<file path="src/rtl/modulo_ctrl_matriz.sv">
// Column-scan controller for a 5-column LED matrix with a 4-state display selector.
// Optional auto-cycling of display states is enabled by defining MODULO_CTRL_MATRIZ_AUTO_CYCLE_EN.
module modulo_ctrl_matriz #(
    parameter int unsigned SCAN_DIV       = 1000,
    parameter int unsigned FRAMES_PER_STA = 60
) (
    input  logic       clk,
    input  logic       rst_n,
    input  logic       btn_start,
    input  logic       btn_next,
    input  logic       clr,
    output logic [1:0] sta,
    output logic [4:0] col,
    output logic       frame_done,
    output logic       busy
);

    localparam int unsigned PRESC_W = 16;
    localparam int unsigned IDX_W   = 3;
    localparam int unsigned FCNT_W  = 8;
    localparam logic [PRESC_W-1:0] PRESC_TC = PRESC_W'(SCAN_DIV - 1);
    localparam logic [IDX_W-1:0]   IDX_LAST = IDX_W'(4);

    if (SCAN_DIV < 2 || SCAN_DIV > 65535) begin : g_bad_scan_div
        $error("SCAN_DIV out of range 2..65535");
    end
    if (FRAMES_PER_STA < 1 || FRAMES_PER_STA > 255) begin : g_bad_frames
        $error("FRAMES_PER_STA out of range 1..255");
    end

    typedef enum logic [1:0] {
        IDLE   = 2'b00,
        SHOW_A = 2'b01,
        SHOW_B = 2'b10,
        SHOW_C = 2'b11
    } state_t;

    state_t               state_q, state_d;
    logic                 start_q, next_q;
    logic                 pending_q, pending_d;
    logic [PRESC_W-1:0]   presc_q, presc_d;
    logic [IDX_W-1:0]     idx_q, idx_d;
    logic [4:0]           col_d;
    logic                 frame_done_d;
    logic                 start_rise, next_rise;
    logic                 tick, manual, advance;
`ifdef MODULO_CTRL_MATRIZ_AUTO_CYCLE_EN
    logic [FCNT_W-1:0]    fcnt_q, fcnt_d;
`endif

    assign start_rise = btn_start & ~start_q;
    assign next_rise  = btn_next & ~next_q;
    assign sta        = state_q;
    assign busy       = (state_q != IDLE);

    // State and datapath registers
    always_ff @(posedge clk or negedge rst_n) begin
        if (!rst_n) begin
            state_q    <= IDLE;
            start_q    <= 1'b0;
            next_q     <= 1'b0;
            pending_q  <= 1'b0;
            presc_q    <= '0;
            idx_q      <= '0;
            col        <= '0;
            frame_done <= 1'b0;
`ifdef MODULO_CTRL_MATRIZ_AUTO_CYCLE_EN
            fcnt_q     <= '0;
`endif
        end else begin
            state_q    <= state_d;
            start_q    <= btn_start;
            next_q     <= btn_next;
            pending_q  <= pending_d;
            presc_q    <= presc_d;
            idx_q      <= idx_d;
            col        <= col_d;
            frame_done <= frame_done_d;
`ifdef MODULO_CTRL_MATRIZ_AUTO_CYCLE_EN
            fcnt_q     <= fcnt_d;
`endif
        end
    end

    // Next-state and datapath logic
    always_comb begin
        state_d      = state_q;
        pending_d    = pending_q;
        presc_d      = presc_q;
        idx_d        = idx_q;
        col_d        = col;
        frame_done_d = 1'b0;
        tick         = 1'b0;
        manual       = 1'b0;
        advance      = 1'b0;
`ifdef MODULO_CTRL_MATRIZ_AUTO_CYCLE_EN
        fcnt_d       = fcnt_q;
`endif

        if (clr) begin
            state_d   = IDLE;
            pending_d = 1'b0;
            presc_d   = '0;
            idx_d     = '0;
            col_d     = '0;
`ifdef MODULO_CTRL_MATRIZ_AUTO_CYCLE_EN
            fcnt_d    = '0;
`endif
        end else if (state_q == IDLE) begin
            pending_d = 1'b0;
            presc_d   = '0;
            idx_d     = '0;
            col_d     = '0;
`ifdef MODULO_CTRL_MATRIZ_AUTO_CYCLE_EN
            fcnt_d    = '0;
`endif
            if (start_rise) begin
                state_d = SHOW_A;
                col_d   = 5'b00001;
            end
        end else begin
            tick    = (presc_q == PRESC_TC);
            presc_d = tick ? '0 : presc_q + PRESC_W'(1);
            if (tick) begin
                idx_d        = (idx_q == IDX_LAST) ? '0 : idx_q + IDX_W'(1);
                frame_done_d = (idx_q == IDX_LAST);
            end
            col_d = 5'b00001 << idx_d;

            // Advances are only taken while the frame_done pulse is visible
            if (frame_done) begin
                manual  = pending_q | next_rise;
                advance = manual;
`ifdef MODULO_CTRL_MATRIZ_AUTO_CYCLE_EN
                if (manual || (fcnt_q + FCNT_W'(1)) == FCNT_W'(FRAMES_PER_STA)) begin
                    advance = 1'b1;
                    fcnt_d  = '0;
                end else begin
                    fcnt_d  = fcnt_q + FCNT_W'(1);
                end
`endif
                pending_d = 1'b0;
            end else if (next_rise) begin
                pending_d = 1'b1;
            end

            if (advance) begin
                case (state_q)
                    SHOW_A:  state_d = SHOW_B;
                    SHOW_B:  state_d = SHOW_C;
                    default: state_d = SHOW_A;
                endcase
            end
        end
    end

endmodule

</file>
<file path="config.mk">
export PLATFORM = sky130hd
export DESIGN_NAME = modulo_ctrl_matriz
export DESIGN_NICKNAME = d
export VERILOG_FILES = /design/src/rtl/modulo_ctrl_matriz.sv
export SDC_FILE = /design/constraint.sdc
export NUM_CORES = 1
export LEC_CHECK = 0
export BUFFER_PORTS_ARGS = -buffer_cell sky130_fd_sc_hd__buf_2
export CORE_MARGIN = 1
export CORE_UTILIZATION = 45
export DETAILED_ROUTE_END_ITERATION = 16
export GPL_TIMING_DRIVEN = 1
export PLACE_DENSITY = 0.66
export SETUP_SLACK_MARGIN = 0.4
export SYNTH_ARGS = -nofsm -noshare
export SYNTH_HDL_FRONTEND = slang
export SYNTH_SLANG_ARGS = --single-unit
</file>
<file path="constraint.sdc">
create_clock -name clk -period 2.2 [get_ports clk]
set_clock_uncertainty 0.15 [all_clocks]
set_input_delay 0 -clock clk [delete_from_list [all_inputs] [get_ports clk]]
set_output_delay 0 -clock clk [all_outputs]
set_load 0.005 [all_outputs]
</file>
==> results of run 1 <==
-- timing repair --
action                                  CTS  global route
endpoints found under the setup margin   24            25
endpoints found under the hold margin    40             0
pin swaps                                 3             2
hold buffers                              4             0
resized for setup                         6             5
setup buffers                             2             0
gates cloned                              2             0
-- Yosys cell counts (2+ instances only) --
library cell and count:
nor2_1 25, and3_1 3, or3_1 4, o21ai_0 2
nor4_1 2, o21ai_2 2, nand4b_1 2, nand4_1 4
dfrtp_1 30, xor2_1 9, or2_2 2, mux2i_1 2
inv_1 9, xnor2_1 3, nand2_1 10, nand3_1 3
a21oi_1 4, ha_1 5, nor3_1 3
-- layout by cell type, fill, tap and decap left out, drive strengths merged, types with 5 or more instances in the layout --
| cell | n |
|---|---|
| ha | 5 |
| buf | 25 |
| xor2 | 9 |
| nor2 | 25 |
| a21oi | 5 |
| clkbuf | 7 |
| nand2 | 10 |
| dfrtp | 30 |
| inv | 9 |
-- final cells by class --
| cell class | instances | area (µm²) |
|---|---|---|
| fill | 265 | 1210 |
| sequential | 30 | 751 |
| multi-input combinational | 97 | 693 |
| timing repair buffer | 30 | 241 |
| tap | 44 | 55.1 |
| clock buffer | 7 | 45.0 |
| inverter | 9 | 33.8 |
-- state kept, by name, indices dropped and copies added, names as in the netlist --
signal      count
presc_q        16
col             5
idx_q           3
sta             2
frame_done      1
next_q          1
pending_q       1
start_q         1
-- metrics by stage --
stage	power, mW	hold slack (ns)	worst slack, ns
finish	1.22	0.0839	0.0278
detailed placement	0.873	-0.0767	0.0302
global route	1.30	0.149	-0.0464
floorplan	0.761	-0.446	0.0741
CTS	1.22	0.101	0.0492
global placement	0.858	-0.0890	0.0687
-- how the worst max path moves through the flow --
stage	start	endpoint	slack, ns	cells after the start
2_1_floorplan	presc_q[11]$_DFF_PN0_	col[4]$_DFF_PN0_	0.07	6
3_3_place_gp	presc_q[11]$_DFF_PN0_	col[4]$_DFF_PN0_	0.07	6
3_5_place_dp	presc_q[11]$_DFF_PN0_	col[3]$_DFF_PN0_	0.03	6
4_1_cts	presc_q[0]$_DFF_PN0_	col[4]$_DFF_PN0_	0.05	7
5_1_grt	presc_q[0]$_DFF_PN0_	col[4]$_DFF_PN0_	-0.05	7
6_report	presc_q[0]$_DFF_PN0_	col[4]$_DFF_PN0_	0.03	7
-- where the power goes --
part / total [mW] / internal (mW) / switching [mW]
logic: 0.327 / 0.169 / 0.158
clock network: 0.292 / 0.120 / 0.172
registers: 0.605 / 0.585 / 0.0199
-- critical path: cells and delay by family (launching register included) --
kind | cells | cell delay (ns)
flops | 1 | 0.36
simple gates | 4 | 1.10
compound gates | 1 | 0.17
fa+ha+maj | 1 | 0.17
buf+inv | 1 | 0.16
-- logic make-up after synthesis --
group,Yosys count,share of synthesized area (%)
adder cells (fa/ha/maj),5,4.36
multiplexers,3,2.18
AND/OR/NAND/NOR,65,23.2
XOR/XNOR,12,7.32
buffers and inverters,12,3.74
flip-flops,30,52.3
AO/OA/AOI/OAI,12,6.97
-- routing by layer --
metal	GRT usage (%)	vias to the layer above	share of wire, %
li1	-	536	-
met1	22.5	520	46
met2	32.7	20	48
met3	6.59	10	3.5
met4	9.18	0	2.9
met5	0	-	0
==> impl_results.md, run 1 <==
* Port bufs at 13
* Number of synthesized register bits at 30
* DR DRC count at 0
* Global-route usage over all layers at 19.5%
* Fin nets at between 150 and 200
* Finished Layout Cells at between 200 and 250
* Register area share after synthesis at between 50% and 60%
* First-pass DRT Iterations at 4
* Initial antenna violation count at 0
* Worst-path cell chain: ha_1, nand4b_1, or4b_4, buf_6, nand3b_1, a21oi_2, and3_1
* Slowest-stage cell, CP: or4b_4
* Data arrival, critical path at roughly 2.3 ns
* Maximum number of pins on one net before global-route repair at 31
* Placed insts at between 200 and 250
* Final setup vio count at 0
* Syn Nets at about 150
* Status: finished clean
* Top FF cell, synth: dfrtp_1
* CP Class: reg -> reg
* Placer Congestion at between 0.7 and 0.8
* Placed cell areas at about 1600 µm²
* First-pass GRT wire length at about 4.6 mm
* CP Capture Type: register
* CTS tree: built
* Area contributors post-synth: dfrtp_1 (52%), nor2_1 (6.5%), xor2_1 (5.5%)
* Final period utilization at a little over nine tenths
* Die W at between 50 and 60 µm
* Design area at about 1800 µm²
* Peak VDD IR at 0.322 mV
* Overflow after GRT at 0
* Share of the synthesized area in the top cell type at ~52%
* Boundary pin count at 14
* Maxcap violations at 0
* Routed via count at between 1000 and 1500
* H-tree levels at 2
* Synth Warn # at 0
* Total power per unit cell area at just under 700 nW/µm²
* CTS clock-pin slew for the worst setup and hold paths at ~0.090 ns
* Die Y at between 50 and 60 µm
* Ys async rst share at 100%
* Ant. Diodes at 0
* Yosys cell types at 34
* Fmax at around 460 MHz
* Row count at 20
* CTS root buf: clkbuf_4
* Clk sink count at 30
* Die area at 3420 µm²
* Routed Antenna Nets at 0
* Netlist Area Pre-Place at 1440 µm²
* CP max stage delay at a little under 0.6 ns
* Final WL at between 2 and 3 mm
* Fin util at about three fifths
* Reg2Reg Depth at 7
* Max-slew violation count at 0
* CTS Buf Count at 5
* Clock Tree Buf Depth at 2
* Area leader, netlist: dfrtp_1
* Hold crit path type: in -> async
* Leak at 0.836 nW
* Worst path required time at ~2.3 ns
* Pin slew with the least headroom to its limit at between 0.6 and 0.7 ns
* FF-to-FF End: col[4]$_DFF_PN0_
* Post-DP HPWL at 1.99 mm
* Core outline area at about 3000 µm²
* Slew margin rel. at between 50% and 60%
* Iter 0 DRT Violations at 34
* Number of global-route vias before repair at ~1100
* Worst skew pair latency at 0.32 ns
* Syn Area/Cell at 10.3 µm²
* R2R Setup Slk at roughly 0.028 ns
* Drt wl/cell at roughly 14 µm
* CP Max Fanout at 5
* Via density at about 5.0
* Area growth syn-to-layout at 26.7%
* Post-Syn Instances at about 140
* EDFF count, synth at 0
* FF-to-FF Start: presc_q[0]$_DFF_PN0_
* Share of cells above drive strength 1 at 28.9%
* Final min period at around 2.2 ns
* Initial Utilization at 47.4%
* Setup_tns at 0 ns
* Unrepaired setup endpoints after global routing: yes
* Hold Fails Final Rpt at 0
* Critical Path Source Type: register
No activity file was read; power rests on OpenSTA's default activity.
==> inputs of run 2 (changes only) <==
- RECOVER_POWER: unset -> 50
==> run 2 against run 1 <==
  * The flow now finishes with violations (capacitance limit, slew limit)
  * First-iteration DRC count did not move
  * Hold slack gained 0.099 ns
  * Critical path type unchanged
  * Power barely moved
  * Fmax unchanged
  * Via count is the same
  * Wire length unchanged
  * Largest power group unchanged
  * Non-clock buffer count is the same
  * Count of clock-buffer cells in the layout unchanged
==> impl_results.md, run 2 (synthesized netlist as in run 1, its figures left out) <==
* First-pass DRT Iterations at 4 (unchanged)
* FF-to-FF End: col[4]$_DFF_PN0_
* Unrepaired setup endpoints after global routing: yes
* Via density at 5.00 (unchanged)
* Post-DP HPWL at 1.99 mm (unchanged)
* Status: finished, violations left
* Number of global-route vias before repair at 1072 (unchanged)
* CTS root buf: clkbuf_4
* Die W at 58.5 µm (unchanged)
* H-tree levels at 2 (unchanged)
* Register Area at 751 µm² (unchanged)
* CTS Buf Count at 5 (unchanged)
* Slew margin rel. at -7.33% (-63 points)
* R2R Setup Slk at 0.03 ns (about the same)
* Critical path's top delay family: simple AND/OR/NAND/NOR gates
* Internal power at 874 µW (about the same)
* Overflow after GRT at 0 (unchanged)
* Maximum number of pins on one net before global-route repair at 31 (unchanged)
* Failing checks: capacitance limit, slew limit
* Peak VDD IR at 0.322 mV (about the same)
* Iter 0 DRT Violations at 34 (unchanged)
* Maxcap violations at 1 (+1)
* Hold Fails Final Rpt at 0 (unchanged)
* Port bufs at 13 (unchanged)
* Row count at 20 (unchanged)
* Seq pwr share at 49.5% (about the same)
* First-pass GRT wire length at 4.64 mm (unchanged)
* Reg2Reg Depth at 7 (unchanged)
* Leak at 0.830 nW (-0.66%)
* Worst path required time at 2.31 ns (about the same)
* Sw Ratio at 28.6% (about the same)
* Termination of the worst setup path: col[4]$_DFF_PN0_
* Max-slew violation count at 31 (+31)
* Placed insts at 202 (unchanged)
* Critical path depth at 7 (unchanged)
* Final min period at 2.17 ns (unchanged)
* Setup_tns at 0 ns (unchanged)
* Boundary pin count at 14 (unchanged)
* Placer Congestion at 0.779 (unchanged)
* Fmax at 460 MHz (unchanged)
* Final period utilization at 98.7% (unchanged)
* Total power per unit cell area at 674 nW/µm² (+0.10%)
* Initial Utilization at 47.4% (unchanged)
* CP Max Fanout at 5 (unchanged)
* Max reg flops at 16 (unchanged)
* Clock Tree Buf Depth at 2 (unchanged)
* Pin slew with the least headroom to its limit at 1.61 ns (+0.942 ns)
* CP max stage delay at 0.58 ns (about the same)
* Data arrival, critical path at 2.28 ns (about the same)
* Initial antenna violation count at 0 (unchanged)
* Core outline area at 3030 µm² (unchanged)
* Buf+Inv Stages, Crit Path at 1 (unchanged)
* Net Switching at 350 µW (about the same)
* Worst-path cell chain: ha_1, nand4b_1, or4b_4, buf_6, nand3b_1, a21oi_2, and3_1
* Die Y at 58.5 µm (unchanged)
* Setup crit start: presc_q[0]$_DFF_PN0_
* CTS tree: built
* Routed via count at 1086 (unchanged)
* CP Class: reg -> reg
* Worst skew pair latency at 0.32 ns (about the same)
* Drt wl/cell at 13.6 µm (unchanged)
* Slowest-stage cell, CP: or4b_4
* Global-route usage over all layers at 19.5% (unchanged)
* Most frequent cells in the layout: dfrtp_1 (30), nor2_1 (25), buf_2 (12)
* FF-to-FF Start: presc_q[0]$_DFF_PN0_
* Area growth syn-to-layout at 26.5%
* Placed cell areas at 1630 µm² (unchanged)
* Finished Layout Cells at 217 (unchanged)
* # fillers at 267 (+0.75%)
* Multi-input gate area at 693 µm² (unchanged)
* Final setup vio count at 0 (unchanged)
* Reg with most FFs: presc_q
* DR DRC count at 0 (unchanged)
* Routed Antenna Nets at 0 (unchanged)
* Die area at 3420 µm² (unchanged)
* CP Capture Type: register
* Comb power frac at 26.7% (about the same)
* Design area at 1820 µm² (-0.14%)
* CTS clock-pin slew for the worst setup and hold paths at 0.08 ns (about the same)
* Hold WS at 0.183 ns (+0.0993 ns)
* Final WL at 2.96 mm (unchanged)
* Critical Path Source Type: register
* Share of cells above drive strength 1 at 27.7% (-1.2 points)
* Ant. Diodes at 0 (unchanged)
* Biggest regs: presc_q x16, col x5, idx_q x3
* Most common cell after layout, fill and taps aside: dfrtp_1
* Clk sink count at 30 (unchanged)
* Fin nets at 183 (unchanged)
* Hold crit path type: in -> reg
* Clock power frac at 23.9% (about the same)
[run 2: cell count changes in the layout (fill, tap and decap cells not counted), sizes merged]
cell    before  now
buf         25   23
clkbuf       7    9
[run 2: final cells by class]
class                           instances  area share (%)
Sequential cell                        30            41.3
Multi-Input combinational cell         97            38.2
Timing Repair Buffer                   30            13.2
Tap cell                               44            3.03
Clock buffer                            7            2.48
Inverter                                9            1.86
[run 2: worst min-delay path by stage]
stage,startpoint,endpoint,depth (start not counted)
2_1_floorplan,rst_n,col[0]$_DFF_PN0_,0
6_report,btn_next,next_q$_DFF_PN0_,2
5_1_grt,btn_next,next_q$_DFF_PN0_,2
3_5_place_dp,rst_n,sta[0]$_DFFE_PN0P_,1
3_3_place_gp,rst_n,sta[0]$_DFFE_PN0P_,1
4_1_cts,rst_n,sta[0]$_DFFE_PN0P_,2
[run 2: power groups by stage]
stage                     Combinational, mW  Sequential, mW  Clock, mW
after global routing                  0.360           0.609      0.325
final                                 0.327           0.605      0.292
after floorplan                       0.142           0.619          0
after global placement                0.243           0.616          0
after detailed placement              0.256           0.618          0
after CTS                             0.314           0.606      0.303
[run 2: repair_timing]
action / 4_1_cts / 5_1_grt
buffers inserted: 2 / 0
hold endpoints to repair: 40 / 0
hold buffers: 4 / 0
pin swaps: 3 / 2
endpoints found under the setup margin: 24 / 25
resized for setup: 6 / 5
cloned: 2 / 0
[run 2: per-layer routing]
metal	wire (µm)	vias to the layer above	global-route usage, %
li1	-	536	-
met2	1420	20	32.7
met5	0	-	0
met4	85	0	9.18
met3	104	10	6.59
met1	1350	520	22.5
[run 2: per-stage QoR]
stage | setup WS [ns] | utilization [%] | power [mW]
finish | 0.0278 | 60.0 | 1.22
CTS | 0.0492 | 59.3 | 1.22
global route | -0.0464 | 60.0 | 1.29
floorplan | 0.0741 | - | 0.761
detailed placement | 0.0302 | 54.0 | 0.873
global placement | 0.0687 | 54.0 | 0.858
